$ cat src/rtl/nes_core.sv
// rtl/nes_core.sv - raster timing, tile fetch/pixel pipeline, pad poll and tone generator.
// Every registered output is computed for the position the counters move to on the same edge.
module nes_core (
  input  logic        clk,
  input  logic        reset,
  input  logic        ce,
  input  logic [31:0] mapper_flags,
  input  logic [4:0]  audio_channels,
  input  logic [1:0]  joypad_data,
  input  logic [7:0]  memory_din_cpu,
  input  logic [7:0]  memory_din_ppu,
  output logic [21:0] memory_addr,
  output logic        memory_read_cpu,
  output logic        memory_read_ppu,
  output logic        memory_write,
  output logic [7:0]  memory_dout,
  output logic [5:0]  color,
  output logic [15:0] sample,
  output logic        joypad_strobe,
  output logic [1:0]  joypad_clock,
  output logic [8:0]  cycle,
  output logic [8:0]  scanline,
  output logic [31:0] dbgadr,
  output logic [1:0]  dbgctr
);

  localparam logic [21:0] NT_BASE  = 22'h380000;
  localparam logic [21:0] PAT_BASE = 22'h200000;
  localparam logic [21:0] PAD_BASE = 22'h3C0000;

  logic [8:0]  cyc_n, line_n;
  logic        vis_n, pix_win_n;
  logic [21:0] addr_n, pat_lo_addr;
  logic        rd_ppu_n, rd_cpu_n, wr_n;
  logic [7:0]  dout_n;
  logic        strobe_n, pad_sample, tone_n, tone;
  logic [1:0]  jclk_n;
  logic [5:0]  color_n;
  logic [15:0] sample_n;
  logic [2:0]  pop;
  logic [3:0]  hue, hue_offset;
  logic [7:0]  nt_lat, lo_lat, hi_lat;
  logic [7:0]  nt_sh, lo_sh, hi_sh;
  logic [7:0]  src_nt, src_lo, src_hi;
  logic [7:0]  pad1, pad2;
  logic        unused_bits;

  assign unused_bits = ^{mapper_flags, memory_din_cpu[7:4]};

  always_comb begin
    cyc_n  = cycle + 9'd1;
    line_n = scanline;
    if (cycle == 9'd340) begin
      cyc_n  = 9'd0;
      line_n = (scanline == 9'd261) ? 9'd0 : scanline + 9'd1;
    end
  end

  assign vis_n       = (line_n < 9'd240);
  assign pat_lo_addr = PAT_BASE + {10'd0, nt_lat, 4'h0} + {19'd0, line_n[2:0]};

  always_comb begin
    rd_ppu_n = 1'b0;
    rd_cpu_n = 1'b0;
    wr_n     = 1'b0;
    addr_n   = memory_addr;
    dout_n   = memory_dout;
    if (vis_n && (cyc_n < 9'd256)) begin
      case (cyc_n[2:0])
        3'd0: begin
          rd_ppu_n = 1'b1;
          addr_n   = NT_BASE + {12'd0, line_n[7:3], cyc_n[7:3]};
        end
        3'd2: begin
          rd_ppu_n = 1'b1;
          addr_n   = pat_lo_addr;
        end
        3'd4: begin
          rd_ppu_n = 1'b1;
          addr_n   = pat_lo_addr + 22'd8;
        end
        default: ;
      endcase
    end
    if (line_n == 9'd241) begin
      case (cyc_n)
        9'd32: begin
          wr_n   = 1'b1;
          addr_n = PAD_BASE;
          dout_n = pad1;
        end
        9'd33: begin
          wr_n   = 1'b1;
          addr_n = PAD_BASE + 22'd1;
          dout_n = pad2;
        end
        9'd34: begin
          rd_cpu_n = 1'b1;
          addr_n   = PAD_BASE + 22'd2;
        end
        default: ;
      endcase
    end
  end

  // On the last cycle of a tile the freshly fetched bytes feed the first pixel directly.
  always_comb begin
    if (cycle[2:0] == 3'd7) begin
      src_nt = nt_lat;
      src_lo = lo_lat;
      src_hi = hi_lat;
    end else begin
      src_nt = nt_sh;
      src_lo = lo_sh;
      src_hi = hi_sh;
    end
  end

  assign hue       = src_nt[3:0] + hue_offset;
  assign pix_win_n = vis_n && (cyc_n >= 9'd8) && (cyc_n <= 9'd263);
  assign color_n   = pix_win_n ? {src_hi[7], src_lo[7], hue} : 6'h0F;

  assign strobe_n   = (line_n == 9'd241) && (cyc_n == 9'd0);
  assign jclk_n     = ((line_n == 9'd241) && (cyc_n < 9'd32) && (cyc_n[1:0] == 2'd2)) ? 2'b11 : 2'b00;
  assign pad_sample = (scanline == 9'd241) && (cycle < 9'd32) && (cycle[1:0] == 2'd1);

  assign tone_n   = (cyc_n == 9'd0) ? ~tone : tone;
  assign pop      = {2'b0, audio_channels[0]} + {2'b0, audio_channels[1]} + {2'b0, audio_channels[2]}
                  + {2'b0, audio_channels[3]} + {2'b0, audio_channels[4]};
  assign sample_n = tone_n ? {2'b0, pop, 11'd0} : 16'd0;

  always_ff @(posedge clk) begin
    if (reset) begin
      cycle           <= 9'd0;
      scanline        <= 9'd0;
      tone            <= 1'b0;
      hue_offset      <= 4'd0;
      pad1            <= 8'd0;
      pad2            <= 8'd0;
      nt_lat          <= 8'd0;
      lo_lat          <= 8'd0;
      hi_lat          <= 8'd0;
      nt_sh           <= 8'd0;
      lo_sh           <= 8'd0;
      hi_sh           <= 8'd0;
      color           <= 6'h0F;
      sample          <= 16'd0;
      memory_addr     <= 22'd0;
      memory_dout     <= 8'd0;
      memory_read_cpu <= 1'b0;
      memory_read_ppu <= 1'b0;
      memory_write    <= 1'b0;
      joypad_strobe   <= 1'b0;
      joypad_clock    <= 2'b00;
    end else if (ce) begin
      cycle           <= cyc_n;
      scanline        <= line_n;
      tone            <= tone_n;
      sample          <= sample_n;
      color           <= color_n;
      memory_addr     <= addr_n;
      memory_dout     <= dout_n;
      memory_read_cpu <= rd_cpu_n;
      memory_read_ppu <= rd_ppu_n;
      memory_write    <= wr_n;
      joypad_strobe   <= strobe_n;
      joypad_clock    <= jclk_n;
      nt_sh           <= src_nt;
      lo_sh           <= {src_lo[6:0], 1'b0};
      hi_sh           <= {src_hi[6:0], 1'b0};
      // Read data arrives during the access cycle and is taken on the edge leaving it.
      if (memory_read_ppu) begin
        case (cycle[2:0])
          3'd0:    nt_lat <= memory_din_ppu;
          3'd2:    lo_lat <= memory_din_ppu;
          3'd4:    hi_lat <= memory_din_ppu;
          default: ;
        endcase
      end
      if (memory_read_cpu)
        hue_offset <= memory_din_cpu[3:0];
      if (pad_sample) begin
        pad1[cycle[4:2]] <= joypad_data[0];
        pad2[cycle[4:2]] <= joypad_data[1];
      end
    end
  end

  assign dbgadr = {10'd0, memory_addr};
  assign dbgctr = cycle[2:1];

endmodule

$ cat config.mk
export PLATFORM = sky130hd
export DESIGN_NAME = nes_core
export DESIGN_NICKNAME = d
export VERILOG_FILES = /design/src/rtl/nes_core.sv
export SDC_FILE = /design/constraint.sdc
export NUM_CORES = 1
export LEC_CHECK = 0
export CAP_MARGIN = 30
export CORE_MARGIN = 2
export CORE_UTILIZATION = 40
export DETAILED_ROUTE_END_ITERATION = 8
export GPL_ROUTABILITY_DRIVEN = 0
export PLACE_DENSITY = 0.67
export SYNTH_ARGS = -nofsm -noshare
export SYNTH_HDL_FRONTEND = slang
export SYNTH_SLANG_ARGS = --single-unit
$ cat constraint.sdc
create_clock -name clk -period 3.15 [get_ports clk]
set_clock_uncertainty 0.05 [all_clocks]
set_input_delay 0.315 -clock clk [delete_from_list [all_inputs] [get_ports clk]]
set_output_delay 0.315 -clock clk [all_outputs]
set_load 0.05 [all_outputs]
==> out/metrics.cfg <==
[run_status]
status = complete, no violations

[logic_synthesis]
syn-cell-area_um2 = 6540
synth-seq-cells = 125
synth_top_cell_by_area = dfxtp_1
synthCells = 796
yosys.cell_count.top_type = dfxtp_1
ys_types = 68
synth-edff-count = 0
synthSimpleGateAreaFrac = 0.231
yosys_warnings = 0
synth_top_family_by_area = simple AND/OR/NAND/NOR gates
synth_compound_area_frac = 0.176
ys_top_cells_by_area = dfxtp_1 (38%), nand2_1 (6.3%), a21oi_1 (5.5%), buf_4 (5.5%), mux2i_1 (5.4%)
synthArstFlopShare = 0
synthMuxAreaShare = 0.0587
synth_area_per_cell_um2 = 8.22
synth-xor-area-share = 0.0228
yosysSeqAreaShare = 0.382
synth_top_area_frac = 0.382
synth_top_flop_cell = dfxtp_1
synthAdderAreaFrac = 0.0302
synth_common_cells = dfxtp_1 (125), nand2_1 (110), a21oi_1 (72)

[critical_path]
cp_max_fo = 9
end_kind = flop
critPathArrivalTime_ns = 3.23
required_ns = 3.46
critPathKind = reg -> reg
start_kind = flop

[clock_network]
clk_latency_ns = 0.42
cts.path.max_buffers = 2
cts_root_buf = clkbuf_16
cts_sinks = 125
numCtsBuffers = 17
clk_pin_slew_worst_paths_ns = 0.06
ctsHtreeMaxLevel = 4
cts_tree = built

[sta]
drv_slew = 0
fin_crit_ns = 2.92
slew_headroom = 0.511
hold_viol = 0
max_freq_mhz = 342
holdWs_ns = 0.342
timing.setup.tns_ns = 0
setup_viol = 0
setup_ws_ns = 0.226
fin_crit_sh = 0.928
worst_pin_slew_ns = 0.733
grt_setup_unrepaired = no

[drt]
drtPass1Iterations = 5
via_count = 5895
antenna_left = 0
drt-initial-drc-count = 389
via_per_inst = 5.36
wire_per_inst_um = 15.7
drt_wl_total_um = 17200
drc = 0

[layout]
n_antenna_cell = 0
final_area_um2 = 8160
area_growth_pct = 24.6
multi_input_area_um2 = 3490
nNetsFinal = 943
regArea_um2 = 2500
final_util = 0.512
fillers = 1562
layout-drive-gt1-share = 0.0916
layout.cells.non_filler = 1100

[place]
pre_cts_slack_ns = 0.260
dpl.cell_count = 1068
place_hpwl_um = 12200
portBuffers = 108
placed_area_um2 = 7610

[floorplanning]
fp.dieW_um = 132
core-area_um2 = 15900
dieArea_um2 = 17400
dieHeight_um = 132
num_io_pins = 168
start_util = 0.410
rows = 46

[global_routing]
antenna_found_initial = 0
grt.overflow.total = 0
grt_max_degree = 70
grt_pass1_vias = 5395
grt_pass1_wl_um = 28000
grt_usage = 0.198

[power_and_ir_drop]
p_leak_nw = 2.97
power_mw = 3.85
peakVddDrop_uv = 412
powerDensity_nw_per_um2 = 472

[flow_run]
maxCapViolCount = 0

[worst_hold_path]
hold_path.class = in -> reg

logic make-up after synthesis:
logic type / after synthesis
compound gates: 186
xor+xnor: 17
fa+ha+maj: 14
buf+inv: 118
flops: 125
mux: 38
other cells: 1
simple gates: 297
final timing paths:
kind / start / slack, ns / endpoint / cells after the start
setup / recovery: cycle[1] / 0.23 / memory_dout[7] / 10
hold reg to reg: memory_addr[16] / 0.40 / memory_addr[16] / 2
hold / removal: ce / 0.34 / memory_addr[12] / 3
setup reg to reg: cycle[1] / 0.23 / memory_dout[7] / 10
sequential cells by signal (all words and copies together) (netlist names), 3 cells and up:
register     cells
nt_lat           8
hue_offset       4
nt_sh            4
pad2             8
pad1             8
cycle            9
lo_lat           8
memory_addr     22
sample           3
scanline         9
memory_dout      8
hi_sh            7
lo_sh            7
hi_lat           8
color            6
what timing repair did:
action,in CTS,in global routing
setup endpoints to repair,0,2
hold endpoints to repair,0,0
gates resized for setup,0,1
setup buffers,0,0
hold buffers,0,0
power breakdown:
group	switching, mW	internal (mW)
combinational	0.315	0.132
clock	0.708	1.06
sequential	0.0243	1.61
total	1.05	2.80
routing by layer:
layer,up-vias,global-route usage,part of all wire
li1,2899,-,-
met1,2753,0.260,0.45
met2,216,0.314,0.45
met3,27,0.0488,0.072
met4,0,0.0797,0.021
met5,-,0,0
cell type report:
| class | instances | area share |
|---|---|---|
| repair buffers | 136 | 0.159 |
| clock inverters | 10 | 0.00813 |
| multi-input cells | 575 | 0.428 |
| well taps | 216 | 0.0331 |
| inverters | 16 | 0.00736 |
| flip-flops and latches | 125 | 0.307 |
| clock buffers | 22 | 0.0581 |
layout by cell type (no fill, tap or decap), types with 4 or more instances in the layout:
cell and instances:
xnor2_1 10, a21boi_0 10, nor2_1 67, xor2_1 7, nor3_1 15, a22oi_1 4, conb_1 23, clkdlybuf4s50_1 106
nand2_1 110, nand4_1 10, ha_1 11, o211ai_1 11, clkbuf_16 17, inv_1 16, nor4_1 6, o21a_1 4
nand3b_1 4, dfxtp_1 124, nand3_1 28, nand2b_1 4, a211oi_1 17, o21ai_0 34, a31oi_1 7, or4_1 4
a21oi_1 72, o2bb2ai_1 4, buf_4 27, clkinv_2 5, and2_1 4, mux2i_1 35, and3_1 20
critical path, cell delays in order, from the launching register on:
cell and delay [ns]:
dfxtp_2 0.37, inv_1 0.12, ha_1 0.28, nand4bb_4 0.19
nor4_4 0.37, xnor2_1 0.17, nor3_4 0.43, and4b_1 0.41
buf_12 0.17, o211ai_1 0.13, a21oi_1 0.17
(Power assumes the default switching activity.)
